===== config.mk =====
export PLATFORM = sky130hd
export DESIGN_NAME = game_flow_fsm
export DESIGN_NICKNAME = d
export VERILOG_FILES = /design/src/rtl/game_flow_pkg.sv /design/src/rtl/frame_down_counter.sv /design/src/rtl/game_flow_fsm.sv
export SDC_FILE = /design/constraint.sdc
export NUM_CORES = 1
export LEC_CHECK = 0
export BUFFER_PORTS_ARGS = -buffer_cell sky130_fd_sc_hd__clkbuf_2
export CAP_MARGIN = 20
export CORE_UTILIZATION = 57
export DETAILED_ROUTE_END_ITERATION = 10
export GPL_TIMING_DRIVEN = 0
export PLACE_DENSITY_LB_ADDON = 0.15
export SLEW_MARGIN = 20
export SYNTH_ARGS = -nofsm -noshare
export SYNTH_HDL_FRONTEND = slang
export SYNTH_SLANG_ARGS = --single-unit

===== constraint.sdc =====
create_clock -name clk -period 2.36 [get_ports clk]
set_input_delay 0.472 -clock clk [delete_from_list [all_inputs] [get_ports clk]]
set_output_delay 0.472 -clock clk [all_outputs]
set_load 0.005 [all_outputs]

===== src/rtl/game_flow_pkg.sv =====
// Shared types and defaults for the game flow sequencer.
package game_flow_pkg;

  localparam int unsigned LEVEL_W = 3;

  localparam int unsigned DEF_FREEZE_FRAMES = 60;
  localparam int unsigned DEF_SCREEN_FRAMES = 180;
  localparam int unsigned DEF_RESET_CYCLES  = 4;
  localparam int unsigned DEF_MAX_LEVEL     = 7;

  typedef enum logic [2:0] {
    IDLE       = 3'd0,
    RESTART    = 3'd1,
    PLAYING    = 3'd2,
    HIT_FREEZE = 3'd3,
    LOST       = 3'd4,
    WON        = 3'd5
  } game_state_t;

  // Larger of two unsigned values.
  function automatic int unsigned maxU(input int unsigned a, input int unsigned b);
    return (a > b) ? a : b;
  endfunction

  // Bits needed to hold 0..maxVal, never less than one.
  function automatic int unsigned cntWidth(input int unsigned maxVal);
    return (maxVal == 0) ? 1 : $clog2(maxVal + 1);
  endfunction

endpackage


===== src/rtl/frame_down_counter.sv =====
// Loadable down-counter, saturating at zero, with a registered zero flag.
module frame_down_counter #(
  parameter int unsigned WIDTH = 8
) (
  input  logic             clk,
  input  logic             resetN,
  input  logic             load,
  input  logic [WIDTH-1:0] loadValue,
  input  logic             enable,
  output logic [WIDTH-1:0] count,
  output logic             zero
);

  logic [WIDTH-1:0] nextCount;

  // Load wins over counting; counting stops at zero.
  always_comb begin
    nextCount = count;
    if (load) begin
      nextCount = loadValue;
    end else if (enable && (count != '0)) begin
      nextCount = count - WIDTH'(1);
    end
  end

  // Count register and its zero flag.
  always_ff @(posedge clk) begin
    if (!resetN) begin
      count <= '0;
      zero  <= 1'b1;
    end else begin
      count <= nextCount;
      zero  <= (nextCount == '0);
    end
  end

endmodule


===== src/rtl/game_flow_fsm.sv =====
// Top-level game sequencer: title, restart, play, hit freeze, lose and win screens.
module game_flow_fsm
  import game_flow_pkg::*;
#(
  parameter int unsigned FREEZE_FRAMES = DEF_FREEZE_FRAMES,
  parameter int unsigned SCREEN_FRAMES = DEF_SCREEN_FRAMES,
  parameter int unsigned RESET_CYCLES  = DEF_RESET_CYCLES,
  parameter int unsigned MAX_LEVEL     = DEF_MAX_LEVEL
) (
  input  logic               clk,
  input  logic               resetN,
  input  logic               startOfFrame,
  input  logic               startKey,
  input  logic               lost,
  input  logic               allAliensDead,
  input  logic               playerHitPulse,
  output logic               gameplayResetN,
  output logic               freeze,
  output logic [LEVEL_W-1:0] level,
  output logic               showTitle,
  output logic               showLose,
  output logic               showWin
);

  localparam int unsigned CYC_W   = cntWidth(RESET_CYCLES);
  localparam int unsigned FRAME_W = cntWidth(maxU(FREEZE_FRAMES, SCREEN_FRAMES));

  game_state_t        state;
  game_state_t        stateNext;
  logic [LEVEL_W-1:0] levelNext;
  logic               startKeyD;
  logic               startEdge;

  logic               cycLoad;
  logic [CYC_W-1:0]   cycCount;
  logic               cycZero;

  logic               frameLoad;
  logic [FRAME_W-1:0] frameLoadValue;
  logic [FRAME_W-1:0] frameCount;
  logic               frameZero;

  logic               gameplayResetNNext;
  logic               freezeNext;
  logic               showTitleNext;
  logic               showLoseNext;
  logic               showWinNext;

  assign startEdge = startKey & ~startKeyD;

  // Clock-enabled counter timing the gameplay reset pulse.
  frame_down_counter #(
    .WIDTH (CYC_W)
  ) cycleCounter (
    .clk       (clk),
    .resetN    (resetN),
    .load      (cycLoad),
    .loadValue (CYC_W'(RESET_CYCLES)),
    .enable    (1'b1),
    .count     (cycCount),
    .zero      (cycZero)
  );

  // Frame-enabled counter shared by the hit freeze and the end screens.
  frame_down_counter #(
    .WIDTH (FRAME_W)
  ) frameCounter (
    .clk       (clk),
    .resetN    (resetN),
    .load      (frameLoad),
    .loadValue (frameLoadValue),
    .enable    (startOfFrame),
    .count     (frameCount),
    .zero      (frameZero)
  );

  // Next-state, level and counter-load decisions.
  always_comb begin
    stateNext      = state;
    levelNext      = level;
    cycLoad        = 1'b0;
    frameLoad      = 1'b0;
    frameLoadValue = '0;

    case (state)
      IDLE: begin
        if (startEdge) begin
          stateNext = RESTART;
          levelNext = '0;
          cycLoad   = 1'b1;
        end
      end

      RESTART: begin
        // Leave on the edge that takes the counter from one to zero.
        if (cycZero || (cycCount == CYC_W'(1))) begin
          stateNext = PLAYING;
        end
      end

      PLAYING: begin
        if (lost) begin
          stateNext      = LOST;
          frameLoad      = 1'b1;
          frameLoadValue = FRAME_W'(SCREEN_FRAMES);
        end else if (allAliensDead) begin
          if (level == LEVEL_W'(MAX_LEVEL)) begin
            stateNext      = WON;
            frameLoad      = 1'b1;
            frameLoadValue = FRAME_W'(SCREEN_FRAMES);
          end else begin
            stateNext = RESTART;
            levelNext = level + LEVEL_W'(1);
            cycLoad   = 1'b1;
          end
        end else if (playerHitPulse) begin
          stateNext      = HIT_FREEZE;
          frameLoad      = 1'b1;
          frameLoadValue = FRAME_W'(FREEZE_FRAMES);
        end
      end

      HIT_FREEZE: begin
        // Extra hits are ignored here so the freeze is never extended.
        if (lost) begin
          stateNext      = LOST;
          frameLoad      = 1'b1;
          frameLoadValue = FRAME_W'(SCREEN_FRAMES);
        end else if (frameZero || (startOfFrame && (frameCount == FRAME_W'(1)))) begin
          stateNext = PLAYING;
        end
      end

      LOST, WON: begin
        // A press before the screen times out is simply dropped.
        if (startEdge && frameZero) begin
          stateNext = RESTART;
          levelNext = '0;
          cycLoad   = 1'b1;
        end
      end

      default: begin
        stateNext = IDLE;
        levelNext = '0;
      end
    endcase
  end

  // Output decode of the upcoming state, registered alongside it.
  always_comb begin
    gameplayResetNNext = 1'b1;
    freezeNext         = 1'b0;
    showTitleNext      = 1'b0;
    showLoseNext       = 1'b0;
    showWinNext        = 1'b0;
    case (stateNext)
      IDLE: begin
        gameplayResetNNext = 1'b0;
        freezeNext         = 1'b1;
        showTitleNext      = 1'b1;
      end
      RESTART:    gameplayResetNNext = 1'b0;
      HIT_FREEZE: freezeNext = 1'b1;
      LOST: begin
        freezeNext   = 1'b1;
        showLoseNext = 1'b1;
      end
      WON: begin
        freezeNext  = 1'b1;
        showWinNext = 1'b1;
      end
      default: ;
    endcase
  end

  // State, level, key history and output registers.
  always_ff @(posedge clk) begin
    if (!resetN) begin
      state          <= IDLE;
      level          <= '0;
      startKeyD      <= 1'b0;
      gameplayResetN <= 1'b0;
      freeze         <= 1'b1;
      showTitle      <= 1'b1;
      showLose       <= 1'b0;
      showWin        <= 1'b0;
    end else begin
      state          <= stateNext;
      level          <= levelNext;
      startKeyD      <= startKey;
      gameplayResetN <= gameplayResetNNext;
      freeze         <= freezeNext;
      showTitle      <= showTitleNext;
      showLose       <= showLoseNext;
      showWin        <= showWinNext;
    end
  end

endmodule


# --- Word-level counts from Yosys, hierarchy flattened ---
# Cells that the tools add are included.
# Widths: inputs -> output; s select.
op_classes:
  eq_ne: 17
  mux: 43
  n_reduce_logical: 16
  n_bitwise: 3
  addsub: 3
ops:
  columns: ["operator", "n"]
  rows:
  - ["$mux 3", 16]
  - ["$mux 8", 6]
  - ["$pmux 8 s2", 1]
  - ["$eq 3x3->1 const B", 5]
  - ["$mux 1", 15]
  - ["$pmux 3 s5", 1]
  - ["$pmux 3 s4", 1]
  - ["$ne 2x2->1 const B", 5]
  - ["$eq 3x1->1 const B", 3]
  - ["$eq 3x2->1 const B", 3]
  - ["$logic_not 3->1", 3]
  - ["$eq 8x1->1 const B", 1]
  - ["$logic_not 8->1", 1]
  - ["$reduce_bool 8->1", 1]
  - ["$sub 8x1->8 const B", 1]
  - ["$mux 6", 1]
  - ["$reduce_and 6->1", 1]
  - ["$reduce_or 2->1", 3]
  - ["$reduce_or 4->1", 1]
  - ["$add 3x1->3 const B", 1]
  - ["$logic_and 1x1->1", 3]
  - ["$pmux 1 s3", 1]
  - ["$reduce_bool 3->1", 1]
  - ["$sub 3x1->3 const B", 1]
  - ["other kinds (4)", 6]
word_totals:
  out_inout_bits: 8
  register_bits: 25
  input_bits: 7
  elab_cells: 94

# --- Logic depth before layout (Yosys ltp) ---
depth:
  word_depth: 9
  ltp_mapped: 7
  depth_no_buf: 7

# --- Cells and area by module ---
# From an unflattened synthesis, not the netlist that was laid out.
hier_totals:
  cells_unflattened: 165
  area_unflattened_um2: 1472.7
by_module_without_submodules:
  columns: ["mod", "seq_area_each_um2", "cells_each", "area_per_inst_um2", "n_inst"]
  rows:
  - ["game_flow_fsm", 240.2, 74, 658.1, 1]
  - ["frame_down_counter (frameCounter)", 180.2, 67, 586.8, 1]
  - ["frame_down_counter (cycleCounter)", 80.1, 24, 227.7, 1]

# --- Worst setup path before layout ---
# Ideal clock, no wire load.
synth_timing:
  kind: "reg2reg"
  start: "register frameCounter.count[0]"
  end: "register frameCounter.zero"
  setup_slack_ns: 0.307
  required_time_ns: 2.233
  arrival_time_ns: 1.926
  n_path_buf: 0
  path_stages_with_launch: 8
  period_less_slack_ns: 2.053
  setup_time_ns: 0.127
  cell_sequence: "dfxtp_1 > inv_1 > ha_1 > or4b_4 > o41ai_4 > mux2_4 > a21oi_2 > o41ai_2"
synth_between:
  elab_chain_cells: 5
  elab_cells_between_ends: 6
  classes_between: "add/sub (1); mux (2); reduce/logical (3)"
synth_lines:
  columns: ["item", "line", "rtl"]
  rows:
  - ["start, declared", "frame_down_counter.sv:10", "output logic [WIDTH-1:0] count,"]
  - ["start signal, assigned", "frame_down_counter.sv:32", "count <= nextCount;"]
  - ["branches (longest 2 deep; another with $sub 8x1->8)", null, null]
  - ["$mux 8 *", "frame_down_counter.sv:21", "end else if (enable && (count != '0)) begin"]
  - ["$mux 8 *", "frame_down_counter.sv:19", "if (load) begin"]
  - ["$logic_not 8->1 *", "frame_down_counter.sv:33", "zero <= (nextCount == '0);"]
  - ["end signal, assigned", "frame_down_counter.sv:33", null]
  - ["end, declared", "frame_down_counter.sv:11", "output logic zero"]
# Every way passes the cells marked *.
# A chain may end at the register's enable or synchronous reset.

# --- Worst setup path in the final report ---
# Same ends and word-level chain as after synthesis.

==> flow_metrics.tcl <==
set metrics [dict create \
    status "finished, final reports clean" \
    r2r_slack_ns 0.05 \
    r2r-end "frameCounter.zero$_SDFF_PN1_" \
    initial_core_util_pct 62.6 \
    syn_inst 161 \
    synth_top_cell_area_share_pct 34.8 \
    synth_area_leaders "dfxtp_1, ha_1, nand2_1" \
    reg2reg_depth 7 \
    synth_edf_count 0 \
    clk_latency_ns 0.34 \
    total_power_w 0.00213 \
    first_iter_violations 32 \
    setup_viol 0 \
    placed_cells_incl_taps 203 \
    via_count 1300 \
    fmax_mhz 432 \
    finalHoldViolCount 0 \
    final_cell_mix "dfxtp_1, clkbuf_2, nand2_1" \
    syn_nets 176 \
    gp_congestion 0.842 \
    drive_above_1_share_pct 23.2 \
    firstDrtPassIters 4 \
    die_area_um2 2730 \
    path_cells "inv_6 -> ha_4 -> or4b_4 -> o41ai_4 -> xnor2_1 -> o211ai_1 -> o41ai_2" \
    drc 0 \
    p_leak_nw 0.703 \
    maxCapViolCount 0 \
    dpl.hpwl_um 2300 \
    hold_end "state[1]$_SDFF_PN0_" \
    track_usage_pct 23.8 \
    irDropWorstVdd_v 0.00101 \
    critical_path.startpoint_type "flip-flop" \
    final_common_cell "dfxtp_1" \
    grt_pass1_vias 1072 \
    cts_inserted_buffers 3 \
    core.rowCount 17 \
    wl_met1_um 1390 \
    synthDistinctLibCells 52 \
    core_area_um2 2300 \
    hold_buffers 0 \
    finalWorstSetupSlack_ns 0.0461 \
    n_fill_cell 167 \
    holdPathStages 2 \
    slew-limit-headroom_pct 52.5 \
    ys_seq_elements 25 \
    io_pins 15 \
    met3_length_um 218 \
    grt_max_degree 17 \
    ctsHtreeMaxLevel 1 \
    cp_num_buf_inv 1 \
    critical_path.top_delay_family "compound AO/OA/AOI/OAI gates" \
    ys_seq_area_share_pct 34.8 \
    grt_pass1_wl_um 4710 \
    diodes 0 \
    wl_per_cell_um 15.2 \
    hp-start "resetN" \
    arrival_ns 2.56 \
    antenna_found_initial 0 \
    criticalPathCategory "flip-flop to flip-flop" \
    die_width_um 52.2 \
    wl_met2_um 1570 \
    synth_top_area_cell "dfxtp_1" \
    cts.clk_slew.worst_paths_ns 0.15 \
    critPathSlowestCell "or4b_4" \
    worstHoldPathType "input pin to flip-flop" \
    cts_tree "built" \
    p_per_area_nw_per_um2 1300 \
    avgSynthCellArea_um2 8.94 \
    routed_wl_um 3230 \
    skew_ns 0.00562 \
    viasPerCell 6.10 \
    area_growth_pct 14.3 \
    synth_flop_cell "dfxtp_1" \
    fin_crit_sh_pct 98.0 \
    cp_max_fo 4 \
    fin_nets 201 \
    antenna_left 0 \
    yosys_warnings 0 \
    post-route-util_pct 71.6 \
    whs_ns 0.365 \
    top_layer_used "met4" \
    instances_no_fill 213 \
    io_buffers 14 \
    worst_pin_slew_ns 0.702 \
    layout_min_cycle_time_ns 2.31 \
    slew_viol_final 0 \
    syn-cell-area_um2 1440 \
    r2r-start "frameCounter.count[0]$_SDFF_PN0_" \
    clockBufferDepth 2 \
    slowest_delay_ns 0.50 \
    root_buffer "clkbuf_4" \
    place_ws_ns 0.0878 \
    critPathCaptureType "flip-flop" \
    async_flop_share_pct 0 \
    cts.sinks 25 \
    fp.dieH_um 52.2 \
    worstPathRequired_ns 2.61 \
    overflow 0 \
]
## cell families after synthesis
family / synth area share (%)
and+or+nand+nor: 28.7
muxes: 3.13
adders and majority gates: 6.96
AOI/OAI and AO/OA: 19.9
xor gates and xnor gates: 1.83
buffers and inverters: 4.70
DFF: 34.8
## worst reg2reg max path: stages (launching register included)
cell	delay (ns)
dfxtp_4	0.40
inv_6	0.07
ha_4	0.14
or4b_4	0.50
o41ai_4	0.40
xnor2_1	0.22
o211ai_1	0.17
o41ai_2	0.33
## synthesized netlist by cell type (3+ instances only)
| library cell | number |
|---|---|
| nand2b_1 | 5 |
| nand3_1 | 5 |
| nand2_1 | 12 |
| mux2i_1 | 3 |
| a31oi_1 | 3 |
| dfxtp_1 | 25 |
| nand3b_1 | 3 |
| ha_1 | 8 |
| o211ai_1 | 5 |
| a21boi_0 | 4 |
| and2_1 | 7 |
| o21ai_0 | 7 |
| nor2b_1 | 4 |
| nor3_1 | 6 |
| nor2_1 | 11 |
| a21oi_1 | 3 |
| inv_1 | 7 |
## worst max-delay path by stage
| stage | start | slack, ns | depth (start not counted) | to |
|---|---|---|---|---|
| after floorplan | frameCounter.count[0]$_SDFF_PN0_ | 0.31 | 7 | frameCounter.zero$_SDFF_PN1_ |
| after global placement | frameCounter.count[0]$_SDFF_PN0_ | 0.18 | 7 | frameCounter.zero$_SDFF_PN1_ |
| after detailed placement | frameCounter.count[0]$_SDFF_PN0_ | 0.09 | 7 | frameCounter.zero$_SDFF_PN1_ |
| after CTS | frameCounter.count[0]$_SDFF_PN0_ | 0.04 | 7 | frameCounter.zero$_SDFF_PN1_ |
| after global routing | frameCounter.count[0]$_SDFF_PN0_ | -0.05 | 7 | frameCounter.zero$_SDFF_PN1_ |
| final | frameCounter.count[0]$_SDFF_PN0_ | 0.05 | 7 | frameCounter.zero$_SDFF_PN1_ |
## sequential cells by signal, summed over array words and instances, names as in the netlist
signal,count
state,3
showTitle,1
frameCounter.count,8
cycleCounter.zero,1
showWin,1
level,3
startKeyD,1
showLose,1
gameplayResetN,1
cycleCounter.count,3
frameCounter.zero,1
freeze,1
## through the flow
step	setup TNS, ns	cell area, um^2
global placement	0	1540
detailed placement	0	1540
global route	-0.0534	1650
floorplan	0	1440
CTS	0	1580
finish	0	1650
## final cells by class
type | count | area [um^2] | area share [%]
multi-input cells | 123 | 883 | 53.7
flip-flops and latches | 25 | 505 | 30.7
repair buffers | 20 | 115 | 7.00
plain buffers | 6 | 41.3 | 2.51
well taps | 28 | 35.0 | 2.13
inverters | 7 | 33.8 | 2.05
clock buffers | 3 | 22.5 | 1.37
clock inverters | 1 | 8.76 | 0.532
## power breakdown
group,leakage [nW],switching [W],internal (W)
Combinational,0.478,0.000640,0.000584
Sequential,0.207,0.000136,0.000562
Clock,0.0183,0.000141,0.0000693
## routing by layer
metal	GRT usage, %	vias to the layer above
met5	0	-
met1	29.6	611
met2	38.7	48
li1	-	632
met4	9.65	0
met3	6.38	9
## what timing repair did
action / 4_1_cts / 5_1_grt
gates resized for setup: 0 / 10
setup buffers: 0 / 6
hold endpoints to repair: 0 / 0
endpoints found under the setup margin: 0 / 1
(Power assumes the default switching activity.)
